## config.mk

```make
export PLATFORM = sky130hd
export DESIGN_NAME = scoreboard_hazard_unit
export DESIGN_NICKNAME = d
export VERILOG_FILES = /design/src/rtl/scoreboard_hazard_unit.sv
export SDC_FILE = /design/constraint.sdc
export NUM_CORES = 1
export LEC_CHECK = 0
export CAP_MARGIN = 40
export CORE_UTILIZATION = 49
export DETAILED_ROUTE_END_ITERATION = 16
export GPL_ROUTABILITY_DRIVEN = 1
export MAX_ROUTING_LAYER = met4
export PLACE_DENSITY = 0.77
export SETUP_SLACK_MARGIN = 0.05
export SYNTH_ARGS = -nofsm -noshare
export SYNTH_HDL_FRONTEND = slang
export SYNTH_HIERARCHICAL = 1
export SYNTH_SLANG_ARGS = --single-unit
```

## constraint.sdc

```tcl
create_clock -name clk -period 2 [get_ports clk]
set_clock_uncertainty 0.05 [all_clocks]
set_input_delay 0.4 -clock clk [delete_from_list [all_inputs] [get_ports clk]]
set_output_delay 0.4 -clock clk [all_outputs]
set_load 0.02 [all_outputs]
```

## src/rtl/scoreboard_hazard_unit.sv

```systemverilog
// scoreboard_hazard_unit
//   ID-stage hazard detector with an internal scoreboard of in-flight multiplies.
//   Raises Stall for these cases:
//     - load-use
//     - mul RAW
//     - mul-vs-branch RAW
//     - WAW against a pending mul
//     - writeback-port collision between a single-cycle op and a mul
//   PCWrite and IDWrite are the inverse of Stall.
//
//   Ports:
//     clk, rst                     clock, async active-high reset
//     id_valid, flush              ID instruction valid / squashed
//     Rs1, Rs2, Rd                 ID register indices
//     RegWrite, Branch, IsMul      ID instruction class
//     E_Rd, E_MemRead              EX destination and load flag
//     PCWrite, IDWrite, Stall      pipeline control (combinational)
//     mul_busy                     any multiply still in flight
//   Optional (HAZARD_PERF_CNT_EN):
//     stall_cnt                    saturating count of stall cycles
//     stall_why                    cause vector {wbport,waw,mubr,raw,load} of the last stall
//
//   Parameters:
//     MUL_LAT must lie in 2..16 and must exceed WB_DIST.

// Compares one scoreboard slot against the ID operands.
module sb_slot_cmp #(
  parameter int REG_W = 5
) (
  input  logic             vld,
  input  logic [REG_W-1:0] rd,
  input  logic [REG_W-1:0] rs1,
  input  logic [REG_W-1:0] rs2,
  input  logic [REG_W-1:0] id_rd,
  output logic             hit_rs,
  output logic             hit_rd
);
  assign hit_rs = vld && (((rd == rs1) && (rs1 != '0)) || ((rd == rs2) && (rs2 != '0)));
  assign hit_rd = vld && (rd == id_rd) && (id_rd != '0);
endmodule

module scoreboard_hazard_unit #(
  parameter int REG_W   = 5,
  parameter int MUL_LAT = 5,
  parameter int WB_DIST = 3
) (
  input  logic             clk,
  input  logic             rst,
  input  logic             id_valid,
  input  logic             flush,
  input  logic [REG_W-1:0] Rs1,
  input  logic [REG_W-1:0] Rs2,
  input  logic [REG_W-1:0] Rd,
  input  logic             RegWrite,
  input  logic             Branch,
  input  logic             IsMul,
  input  logic [REG_W-1:0] E_Rd,
  input  logic             E_MemRead,
  output logic             PCWrite,
  output logic             IDWrite,
  output logic             Stall,
  output logic             mul_busy
`ifdef HAZARD_PERF_CNT_EN
  ,
  output logic [31:0]      stall_cnt,
  output logic [4:0]       stall_why
`endif
);
  // Slot p holds a mul that writes back MUL_LAT-1-p cycles from now.
  logic [MUL_LAT-1:0]            sb_vld;
  logic [MUL_LAT-1:0][REG_W-1:0] sb_rd;
  logic [MUL_LAT-1:0]            hit_rs, hit_rd;

  for (genvar p = 0; p < MUL_LAT; p++) begin : g_slot
    sb_slot_cmp #(.REG_W(REG_W)) u_cmp (
      .vld   (sb_vld[p]),
      .rd    (sb_rd[p]),
      .rs1   (Rs1),
      .rs2   (Rs2),
      .id_rd (Rd),
      .hit_rs(hit_rs[p]),
      .hit_rd(hit_rd[p])
    );
  end

  logic qual, single_wr;
  logic load_h, raw_h, mubr_h, waw_h, wbp_h, push;

  // Reset also gates the load check, which is otherwise purely combinational.
  assign qual      = id_valid && !flush && !rst;
  assign single_wr = RegWrite && !IsMul;

  assign load_h = qual && E_MemRead && (E_Rd != '0) && ((E_Rd == Rs1) || (E_Rd == Rs2));

  // The last slot is writing this cycle; the write-through regfile covers
  // ALU operands, but the ID branch comparator has no mul bypass.
  assign raw_h  = qual && (|hit_rs[MUL_LAT-2:0]);
  assign mubr_h = qual && Branch && hit_rs[MUL_LAT-1];
  assign waw_h  = qual && single_wr && (|hit_rd);

  // This slot's mul reaches WB in WB_DIST cycles, the same cycle as an op issued now.
  assign wbp_h  = qual && single_wr && sb_vld[MUL_LAT-1-WB_DIST];

  assign Stall    = load_h || raw_h || mubr_h || waw_h || wbp_h;
  assign PCWrite  = !Stall;
  assign IDWrite  = !Stall;
  assign mul_busy = |sb_vld;

  assign push = id_valid && IsMul && RegWrite && !flush && !Stall && (Rd != '0);

  // The mul pipe never stalls, so the scoreboard shifts every edge.
  always_ff @(posedge clk or posedge rst) begin
    if (rst) begin
      sb_vld <= '0;
      sb_rd  <= '0;
    end else begin
      sb_vld <= {sb_vld[MUL_LAT-2:0], push};
      sb_rd  <= {sb_rd[MUL_LAT-2:0], Rd};
    end
  end

`ifdef HAZARD_PERF_CNT_EN
  always_ff @(posedge clk or posedge rst) begin
    if (rst) begin
      stall_cnt <= '0;
      stall_why <= '0;
    end else if (Stall) begin
      if (stall_cnt != 32'hFFFF_FFFF) stall_cnt <= stall_cnt + 32'd1;
      stall_why <= {wbp_h, waw_h, mubr_h, raw_h, load_h};
    end
  end
`endif

endmodule

```

==> metrics.md, run 1 <==
| Metric | Value |
|---|---|
| Status | complete, but fails checks |
| Failing checks | negative setup slack |
| Share of cells above drive strength 1 | between 30% and 40% |
| Peak Freq | 381 MHz |
| Post-route ant nets | 0 |
| Max capacitance violation total | 0 |
| Num CTS Buffers | 5 |
| Port-buffer cells | 31 |
| Pre-CTS WS | -1.40 ns |
| Unrepaired setup endpoints after global routing | yes |
| Initial antenna violation count | 0 |
| CTS max path bufs | 2 |
| Drt first pass iters | 4 |
| Final min period | ~2.6 ns |
| Post-synthesis cell count | ~210 |
| Filler cell count | approximately 270 |
| Yosys warns | 6 |
| GR Util All Layers | about a third |
| Count of cell types in the netlist | 24 |
| CP arrival | approximately 2.2 ns |
| Fin. Hold Viols | 0 |
| Clock transition at path regs | 0.06 ns |
| Post-route setup slack | -0.624 ns |
| WHS Path Cells | 1 |
| Worst Max-Slew Pin Slew | between 0.3 and 0.4 ns |
| Synthesized area per cell | between 9 and 10 µm² |
| Worst Setup Start Kind | input pin |
| Clock insertion delay at the later pin of the skew report | 0.28 ns |
| Post-Syn Area | between 2000 and 2500 µm² |
| # nets final | between 300 and 400 |
| Worst endpoint required time | approximately 1.6 ns |
| Largest family of logic cells by synthesized area | XOR/XNOR gates |
| Die Ht | 66.9 µm |
| Iter 0 DRT Violations | between 100 and 150 |
| HP Class | register to register |
| Initial Utilization | about 50% |
| Die Width | 66.9 µm |
| Vias in the first global route | between 2000 and 2500 |
| Boundary Pins | 32 |
| Placed Cells | around 350 |
| Crit share post-route | 131% |
| Routed length per instance | between 15 and 20 µm |
| Total Wirelength | about 6600 µm |
| Post-synthesis sequential area ratio | a little over a third |
| FF-to-FF setup slack | -0.03 ns |
| Area Overhead vs Synth | 56.4% |
| Kind of critical path | input pin to output port |
| Sw Share | roughly 29% |
| Grt total ovfl | 0 |
| Top cell type's share of synthesized area | about 36% |
| Vias post-DR | 2118 |
| Final non-filler cell total | 375 |
| DRC | 0 |
| VDD IR max | 0.547 mV |
| Slew Viols, Final | 0 |
| Largest cells by area after synthesis | dfrtp_1 36%, xnor2_1 25%, o41ai_2 7.9% |
| Mapped Nets | 240 |
| Final setup violation count | 4 |
| Critical path capture point type | output port |
| Simple-gate area share of the yosys netlist | 18.0% |
| # rows | 23 |
| Cell Int Power | approximately 1.2 mW |
| Flop pwr share | 41.3% |
| Seq cells post-synth | 30 |
| Synth Area in XOR/XNOR | about 30% |
| TritonCTS clock tree | done |
| CTS Root Cell | clkbuf_8 |
| Crit Path Max Fanout | 6 |
| Leak pwr | ~1.3 nW |
| Core area | approximately 4000 µm² |
| Cells on worst reg2reg path | 11 |
| Synth area leader | dfrtp_1 |
| Ant diodes | 0 |
| Multiplexer share of the synthesized area | 0% |
| Clk sink count | 30 |
| Die ar. | 4480 µm² |
| First-pass GRT wire length | just over 10000 µm |
| Relative slew slack | between 70% and 80% |
| Compound-Gate Fraction of Synth Area | between 15 and 20% |
| Power share of the clock group | between 20% and 30% |
| P_sw | ~0.47 mW |
| Dpl hpwl | between 4000 and 5000 µm |
| DR vias/cell | 5.65 |
| Power Density | between 500 and 600 nW/µm² |
| Adder-Cell Fraction of Synth Area | 0% |
| Largest net degree at the start of global routing | 31 |
| H-tree lvl count | 2 |
| Comb pwr share | 31.6% |
| Routability cong. | ~0.90 |
-- registers in the layout, summed over array words and instances, names as in the netlist --
register and count:
sb_vld 5, sb_rd 25
-- power groups by stage --
stage	Sequential, mW	Clock [mW]	Combinational (mW)
after floorplan	0.684	0	0.186
after global placement	0.676	0	0.452
after detailed placement	0.677	0	0.466
after CTS	0.668	0.454	0.493
after global routing	0.672	0.472	0.547
final	0.669	0.441	0.512
-- cells in the mapped netlist --
cell type,instances
nor2_1,15
o211ai_2,1
inv_1,2
or4_4,1
dfrtp_1,30
nand2b_1,1
nand4b_1,1
nor3_1,13
nor3b_1,1
a22oi_1,1
nor4_1,7
a21oi_1,16
o21ai_0,1
buf_4,1
o41ai_2,10
nand4_1,10
nand2_1,18
or4_1,1
nor3_2,1
nand3_1,5
xor2_1,10
o21a_1,5
xnor2_1,60
o21ai_2,1
-- logic make-up after synthesis --
family | after synthesis
DFF | 30
AOI/OAI and AO/OA | 35
xor gates and xnor gates | 70
buffers and inverters | 3
and+or+nand+nor | 74
-- critical path, stage by stage --
cell,delay (ns)
clkdlybuf4s15_2,0.20
buf_6,0.14
o41ai_4,0.30
a21oi_1,0.10
o21a_1,0.19
nor4_2,0.28
nand2_1,0.12
o21ai_2,0.17
o21ai_2,0.09
inv_2,0.08
buf_6,0.11
-- routing by layer --
metal	routed length, µm	share of wire, %	GRT usage (%)
met1	2540	38	38.1
met2	3320	50	53.9
met3	431	6.5	5.48
met4	347	5.2	21.3
met5	0	0	-
-- area by class of cell --
class | count | area [µm²] | share of cell area [%]
inverter | 2 | 7.51 | 0.233
clock buffer | 7 | 76.3 | 2.36
tap | 50 | 62.6 | 1.94
multi-input combinational | 179 | 1370 | 42.5
timing repair buffer | 107 | 960 | 29.7
sequential | 30 | 751 | 23.3
-- cells in the final DEF, fill, tap and decap left out, types with 2 or more instances in the layout --
master,Yosys,layout
clkbuf_1,0,2
nor2_1,15,15
clkdlybuf4s15_2,0,4
dfrtp_1,30,30
xor2_1,10,10
buf_4,1,63
nor3_1,13,12
nand4_1,10,10
dlygate4sd2_1,0,7
a21oi_1,16,15
o21a_1,5,5
o41ai_4,0,3
buf_12,0,7
nor4_2,0,3
clkdlybuf4s50_1,0,12
nand3_1,5,5
buf_6,0,8
nor4_1,7,4
xnor2_1,60,59
clkbuf_8,0,5
o21ai_2,1,2
nand2_1,18,18
buf_2,0,5
o41ai_2,10,7
nor3_2,1,2
-- stage by stage --
| step | setup TNS [ns] | utilization [%] | total power [mW] | cell area, µm² | hold WS (ns) |
|---|---|---|---|---|---|
| floorplan | -0.465 | - | 0.869 | 2070 | 0.345 |
| global placement | -4.61 | 73.4 | 1.13 | 2960 | 0.429 |
| detailed placement | -4.82 | 73.4 | 1.14 | 2960 | 0.431 |
| CTS | -1.83 | 79.2 | 1.61 | 3190 | 0.463 |
| global route | -2.25 | 80.1 | 1.69 | 3230 | 0.478 |
| finish | -1.92 | 80.1 | 1.62 | 3230 | 0.461 |
-- repair_timing --
action                                  4_1_cts  5_1_grt
pin swaps                                    18       11
gates cloned                                  0        0
resized for setup                            62        9
hold buffers                                  0        0
setup buffers                                13        2
endpoints found under the setup margin        5        4
-- worst paths after layout --
| check | startpoint | to |
|---|---|---|
| max | Rs1[1] | PCWrite |
| min | sb_vld[3]$_DFF_PP0_ | sb_vld[4]$_DFF_PP0_ |
| max reg2reg | sb_rd[12]$_DFF_PP0_ | sb_vld[0]$_DFF_PP0_ |
| min reg2reg | sb_vld[3]$_DFF_PP0_ | sb_vld[4]$_DFF_PP0_ |
| max in group asynchronous | rst | sb_rd[18]$_DFF_PP0_ |
| min in group asynchronous | rst | sb_vld[2]$_DFF_PP0_ |
Power figures use the tool's default switching activity.
==> inputs of run 2 (changes only) <==
--- a/config.mk
+++ b/config.mk
@@ -6,12 +6,12 @@
 export NUM_CORES = 1
 export LEC_CHECK = 0
 export CAP_MARGIN = 40
-export CORE_UTILIZATION = 49
+export CORE_UTILIZATION = 54
 export DETAILED_ROUTE_END_ITERATION = 16
 export GPL_ROUTABILITY_DRIVEN = 1
 export MAX_ROUTING_LAYER = met4
-export PLACE_DENSITY = 0.77
-export SETUP_SLACK_MARGIN = 0.05
+export PLACE_DENSITY = 0.8
+export SETUP_SLACK_MARGIN = 0.02
 export SYNTH_ARGS = -nofsm -noshare
 export SYNTH_HDL_FRONTEND = slang
 export SYNTH_HIERARCHICAL = 1
==> constraint.sdc (replaced) <==
create_clock -name clk -period 2.55 [get_ports clk]
set_clock_uncertainty 0.05 [all_clocks]
set_input_delay 0.51 -clock clk [delete_from_list [all_inputs] [get_ports clk]]
set_output_delay 0.51 -clock clk [all_outputs]
set_load 0.02 [all_outputs]
==> metrics.md, run 2 (same netlist as run 1, synthesis figures left out) <==
| Metric | Value |
|---|---|
| CTS Root Cell | clkbuf_8 |
| Routed length per instance | 30.9 µm (+74%) |
| First-pass GRT wire length | 15000 µm (+46%) |
| Initial antenna violation count | 0 (unchanged) |
| Vias post-DR | 2890 (+36%) |
| Die Ht | 63.8 µm (-4.6%) |
| Worst Max-Slew Pin Slew | 0.511 ns (+0.138 ns) |
| Worst Setup Start Kind | register |
| DRC | 0 (unchanged) |
| Power Density | 434 nW/µm² (-14%) |
| Grt total ovfl | 0 (unchanged) |
| Leak pwr | 1.46 nW (+12%) |
| Crit share post-route | 130% |
| Failing checks | negative setup slack |
| Top reg by flops | sb_rd |
| Clock insertion delay at the later pin of the skew report | 0.30 ns (+0.02 ns) |
| Die Width | 63.8 µm (-4.6%) |
| Relative slew slack | 65.6% (-9.5 points) |
| # rows | 22 (-4.3%) |
| Initial Utilization | 56.4% (+5.1 points) |
| Final hold slack | 0.424 ns (-0.0373 ns) |
| H-tree lvl count | 2 (unchanged) |
| Area Overhead vs Synth | 72.6% |
| Finished Cell Area | 3560 µm² (+10%) |
| DR vias/cell | 7.41 (+31%) |
| Iter 0 DRT Violations | 567 (+330%) |
| Post-route ant nets | 0 (unchanged) |
| GR Util All Layers | 52.5% (+19 points) |
| Dpl hpwl | 4810 µm (+4.1%) |
| Core area | 3660 µm² (-9.1%) |
| Largest net degree at the start of global routing | 31 (unchanged) |
| Commonest non-fill, non-tap cells in the layout | 68 x buf_4, 57 x xnor2_1, 29 x dfrtp_1 |
| Clk sink count | 30 (unchanged) |
| VDD IR max | 0.668 mV (+22%) |
| HP Class | register to register |
| Drt first pass iters | 7 (+3) |
| Number of flip-flops in the largest register | 25 (unchanged) |
| CTS max path bufs | 2 (unchanged) |
| Routability cong. | 0.949 (+5.6%) |
| Clock transition at path regs | 0.08 ns (+0.02 ns) |
| Final min period | 3.31 ns |
| Die ar. | 4070 µm² (-9.0%) |
| Worst endpoint required time | 1.99 ns (+0.44 ns) |
| Cells on worst reg2reg path | 13 (+2) |
| Fin. Hold Viols | 0 (unchanged) |
| Total Wirelength | 12000 µm (+81%) |
| Most common cell after layout, fill and taps aside | buf_4 |
| Post-place instance area | 2920 µm² (-1.4%) |
| Final setup violation count | 4 (unchanged) |
| Kind of critical path | register to output port |
| Largest regs | sb_rd: 25 flops, sb_vld: 5 flops |
| Final Util | 97.3% (+17 points) |
| Status | complete, but fails checks |
| Cts hold-fix bufs | 0 (unchanged) |
| Num CTS Buffers | 5 (unchanged) |
| Unrepaired setup endpoints after global routing | yes |
| Ant diodes | 0 (unchanged) |
| Share of cells above drive strength 1 | 42.1% (+6.7 points) |
| Post-route setup slack | -0.765 ns (-0.141 ns) |
| TritonCTS clock tree | done |
| Peak Freq | slightly above 300 MHz |
| Port-buffer cells | 31 (unchanged) |
| WHS Path Cells | 0 (-1) |
| Vias in the first global route | 2708 (+27%) |
| Slew Viols, Final | 0 (unchanged) |
| Boundary Pins | 32 (unchanged) |
| CP arrival | 2.75 ns (+0.58 ns) |
| # nets final | 369 (+4.5%) |
| Critical path capture point type | output port |
| Max capacitance violation total | 0 (unchanged) |
| Crit Path Max Fanout | 3 (-3) |
run 2: changes by cell type in the layout (fill, tap and decap cells not counted), moves of 3 or more:
cell / previous run / this run
a21oi_1: 15 / 12
nor3_2: 2 / 5
buf_6: 8 / 18
a21oi_2: 1 / 4
buf_4: 63 / 68
clkdlybuf4s15_2: 4 / 0
nor3_1: 12 / 9
run 2: layout make-up:
cell class                      count  area, µm²
Clock inverter                      3       40.0
Inverter                            2       7.51
Timing Repair Buffer              123       1150
Tap cell                           48       60.1
Multi-Input combinational cell    179       1480
Fill cell                          55       97.6
Clock buffer                        5       68.8
Sequential cell                    30        752
run 2: report_power, final:
part | switching, mW | internal [mW] | total, mW
Combinational | 0.268 | 0.255 | 0.523
Sequential | 0.0375 | 0.498 | 0.536
Clock | 0.202 | 0.287 | 0.489
run 2: timing repair:
item | in CTS | in global routing
gates resized for setup | 70 | 44
setup buffers | 20 | 10
cloned | 5 | 0
endpoints found under the setup margin | 4 | 4
pin swaps | 20 | 14
run 2: worst max-delay path, cell delays in order, from the launching register on:
cell and delay, ns:
dfrtp_1 0.41, buf_4 0.15, nor4_4 0.32, nor3_1 0.10, a21oi_1 0.27, nor3_2 0.14, nor4_1 0.31, buf_4 0.19
a21oi_2 0.07, o21ai_2 0.18, o21ai_2 0.11, inv_2 0.10, buf_6 0.12
run 2: per-layer routing:
| metal | GRT usage [%] | up-vias | wire length, µm |
|---|---|---|---|
| li1 | - | 1021 | - |
| met1 | 59.0 | 1269 | 3750 |
| met2 | 73.8 | 424 | 4790 |
| met3 | 21.8 | 176 | 2010 |
| met4 | 40.1 | 0 | 1500 |
| met5 | - | - | 0 |
run 2: stage by stage:
step	power, mW	std cells	setup slack, ns	setup TNS (ns)
after detailed placement	0.894	347	-1.12	-3.59
after global routing	1.58	390	-0.843	-2.77
after CTS	1.42	380	-0.305	-0.895
after global placement	0.878	347	-1.06	-3.37
final	1.55	390	-0.765	-2.46
after floorplan	0.682	212	0.0253	0
run 2: path summary, 6_finish.rpt:
path,end,startpoint,slack [ns]
max in group asynchronous,sb_rd[11]$_DFF_PP0_,rst,1.53
hold reg to reg,sb_vld[3]$_DFF_PP0_,sb_vld[2]$_DFF_PP0_,0.42
min in group asynchronous,sb_vld[0]$_DFF_PP0_,rst,0.60
setup reg to reg,sb_vld[0]$_DFF_PP0_,sb_rd[12]$_DFF_PP0_,-0.20
hold / removal,sb_vld[3]$_DFF_PP0_,sb_vld[2]$_DFF_PP0_,0.42
setup / recovery,PCWrite,sb_rd[12]$_DFF_PP0_,-0.76
==> inputs of run 3 (changes only) <==
--- a/config.mk
+++ b/config.mk
@@ -6,13 +6,13 @@
 export NUM_CORES = 1
 export LEC_CHECK = 0
 export CAP_MARGIN = 40
-export CORE_UTILIZATION = 54
+export CORE_UTILIZATION = 53
 export DETAILED_ROUTE_END_ITERATION = 16
-export GPL_ROUTABILITY_DRIVEN = 1
+export GPL_ROUTABILITY_DRIVEN = 0
 export MAX_ROUTING_LAYER = met4
 export PLACE_DENSITY = 0.8
 export SETUP_SLACK_MARGIN = 0.02
+export SLEW_MARGIN = 20
 export SYNTH_ARGS = -nofsm -noshare
 export SYNTH_HDL_FRONTEND = slang
-export SYNTH_HIERARCHICAL = 1
 export SYNTH_SLANG_ARGS = --single-unit
==> metrics.md, run 3 <==
| Metric | Value |
|---|---|
| Vias in the first global route | 1893 (-30%) |
| Die Ht | 62.3 µm (-2.5%) |
| Core area | 3420 µm² (-6.7%) |
| # nets final | 292 (-21%) |
| Routed length per instance | 19.0 µm (-39%) |
| Boundary Pins | 32 (unchanged) |
| Die ar. | 3880 µm² (-4.9%) |
| Relative slew slack | 75.6% (+10 points) |
| Area Overhead vs Synth | 42.3% |
| HP Start | sb_rd[12]$_DFF_PP0_ |
| Max capacitance violation total | 0 (unchanged) |
| Compound-Gate Fraction of Synth Area | 3.97% (-11 points) |
| Simple-gate area share of the yosys netlist | 15.5% (-2.5 points) |
| Kind of critical path | input pin to output port |
| GR Util All Layers | 33.6% (-19 points) |
| Post-synthesis cell count | 189 (-11%) |
| Synthesized area per cell | 10.2 µm² (+4.6%) |
| Worst Max-Slew Pin Slew | 0.366 ns (-0.145 ns) |
| Total Wirelength | 5900 µm (-51%) |
| Num CTS Buffers | 5 (unchanged) |
| Dpl hpwl | 4020 µm (-16%) |
| Pre-CTS WS | -1.02 ns (+0.101 ns) |
| DR vias/cell | 5.49 (-26%) |
| Crit share post-route | 113% (-17 points) |
| Slew Viols, Final | 0 (unchanged) |
| Yosys warns | 0 (-6) |
| CTS Root Cell | clkbuf_4 |
| Clk sink count | 30 (unchanged) |
| Final setup violation count | 4 (unchanged) |
| Post-route setup slack | -0.327 ns (+0.438 ns) |
| TNS Setup | -1.14 ns (+1.32 ns) |
| Die Width | 62.3 µm (-2.5%) |
| Worst Setup Start Kind | input pin |
| Post-synthesis sequential area ratio | 39.0% (+2.6 points) |
| Drt first pass iters | 4 (-3) |
| Mapped Nets | 217 (-9.6%) |
| VDD IR max | 0.432 mV (-35%) |
| Adder-Cell Fraction of Synth Area | 0% (unchanged) |
| Multiplexer share of the synthesized area | 0% (unchanged) |
| Grt total ovfl | 0 (unchanged) |
| Cells on worst reg2reg path | 16 (+3) |
| CTS max path bufs | 2 (unchanged) |
| R2r startpoint | sb_rd[23]$_DFF_PP0_ |
| Most instantiated library cell after synthesis | xor2_1 |
| Synth Area in XOR/XNOR | 36.4% (+6.7 points) |
| Clock transition at path regs | 0.08 ns (about the same) |
| Hold Path Sink | sb_rd[17]$_DFF_PP0_ |
| Cts hold-fix bufs | 0 (unchanged) |
| Failing checks | negative setup slack |
| Top FF cell, synth | dfrtp_1 |
| Largest cells by area after synthesis | dfrtp_1 39%, xor2_1 19%, xnor2_1 18% |
| Synth area leader | dfrtp_1 |
| Post-synthesis async set-or-reset flop share | 100% (unchanged) |
| TritonCTS clock tree | done |
| Count of cell types in the netlist | 27 (+13%) |
| Post-Syn Area | 1920 µm² (-6.8%) |
| First-pass GRT wire length | 9380 µm (-37%) |
| Iter 0 DRT Violations | 103 (-82%) |
| Initial Utilization | 56.3% (about the same) |
| Most common cell after layout, fill and taps aside | buf_4 |
| Top reg by flops | sb_rd |
| Vias post-DR | 1706 (-41%) |
| Post-synth top cells | 41 x xor2_1, 39 x xnor2_1, 30 x dfrtp_1, 14 x nor4_1, 13 x nand3_1 |
| Largest family of logic cells by synthesized area | XOR/XNOR gates |
| Crit Path Max Fanout | 5 (+2) |
| Power Density | 410 nW/µm² (-5.7%) |
| WHS Path Cells | 0 (unchanged) |
| CP arrival | 2.32 ns (-0.43 ns) |
| Number of synthesized flops with an enable pin | 0 (unchanged) |
| Fin. Hold Viols | 0 (unchanged) |
| Leak pwr | 1.14 nW (-22%) |
| Final min period | 2.88 ns (-0.438 ns) |
| Unrepaired setup endpoints after global routing | yes |
| FF-to-FF setup slack | 0.05 ns (+0.25 ns) |
| Status | complete, but fails checks |
| DRC | 0 (unchanged) |
| Worst endpoint required time | 1.99 ns (about the same) |
| Number of flip-flops in the largest register | 25 (unchanged) |
| HP Class | register to register |
| H-tree lvl count | 2 (unchanged) |
| Ant diodes | 0 (unchanged) |
| Post-route ant nets | 0 (unchanged) |
| R2R Path End | sb_vld[0]$_DFF_PP0_ |
| Critical path capture point type | output port |
| Share of cells above drive strength 1 | 33.6% (-8.5 points) |
| Commonest non-fill, non-tap cells in the layout | 45 x buf_4, 41 x xor2_1, 39 x xnor2_1 |
| # rows | 21 (-4.5%) |
| Overall Power | 1.12 mW (-28%) |
| Largest net degree at the start of global routing | 32 (+3.2%) |
| Top cell type's share of synthesized area | 39.0% (+2.6 points) |
| Clock insertion delay at the later pin of the skew report | 0.33 ns (+0.03 ns) |
| Largest regs | sb_rd: 25 flops, sb_vld: 5 flops |
| Seq cells post-synth | 30 (unchanged) |
| Port-buffer cells | 31 (unchanged) |
| Initial antenna violation count | 0 (unchanged) |
| Peak Freq | 348 MHz (+15%) |
## run 3: cell types whose count changed after synthesis, sizes merged, moves of 7 or more
cell,before,now
nand3,5,13
nand2,18,2
xor2,10,41
buf,1,10
xnor2,60,39
a21oi,16,1
o21ai,2,9
nand4,10,1
nor3,14,3
nor2,15,6
o41ai,10,0
nor4,7,14
## run 3: how the worst max path moves through the flow
stage                start      end  slack (ns)
floorplan           Rs2[2]  PCWrite       -0.13
global placement    Rs2[1]  IDWrite       -0.91
detailed placement  Rs2[1]  PCWrite       -1.02
CTS                 Rs2[1]  PCWrite       -0.22
global route        Rs1[4]    Stall       -0.42
finish              Rs1[4]    Stall       -0.33
## run 3: through the flow
step                hold slack [ns]  instance area (µm²)  util (%)  instances
finish                        0.380                 2740      80.1        311
global route                  0.411                 2740      80.1        311
CTS                           0.386                 2710      79.4        309
detailed placement            0.368                 2500      73.2        290
global placement              0.353                 2500      73.2        290
floorplan                     0.335                 1940         -        189
## run 3: final cells by class
type	count	area, µm²
Timing Repair Buffer	84	712
Inverter	1	7.51
Clock inverter	1	5.00
Sequential cell	30	751
Fill cell	217	678
Multi-Input combinational cell	142	1150
Clock buffer	7	55.1
Tap cell	46	57.6
## run 3: per-layer routing
| metal | up-vias | GRT usage [%] | routed length [µm] |
|---|---|---|---|
| li1 | 785 | - | - |
| met1 | 819 | 37.3 | 2310 |
| met2 | 75 | 54.7 | 2880 |
| met3 | 27 | 5.51 | 334 |
| met4 | 0 | 24.7 | 383 |
| met5 | - | - | 0 |
## run 3: critical path, cell delays in order
cell             delay [ns]
clkdlybuf4s15_2        0.22
or4_4                  0.44
nor2_4                 0.21
nor4_1                 0.07
o21ai_0                0.21
o21ai_1                0.15
nor2_2                 0.16
buf_4                  0.14
a21oi_2                0.04
buf_4                  0.16
## run 3: cell families (layout without fill, tap and decap cells)
| family | after synthesis | count (layout) |
|---|---|---|
| AO/OA/AOI/OAI | 14 | 14 |
| AND/OR/NAND/NOR | 48 | 48 |
| XOR/XNOR | 80 | 80 |
| buffers and inverters | 17 | 93 |
| flip-flops | 30 | 30 |
## run 3: power breakdown
part           total [mW]  internal [mW]  switching [mW]
Sequential          0.526          0.498          0.0281
Combinational       0.315          0.162           0.153
Clock               0.281          0.133           0.147
## run 3: repair_timing
action | 4_1_cts | 5_1_grt
gates resized for setup | 76 | 2
gates cloned | 0 | 0
setup buffers | 11 | 2
setup endpoints to repair | 3 | 4
pin swaps | 22 | 8
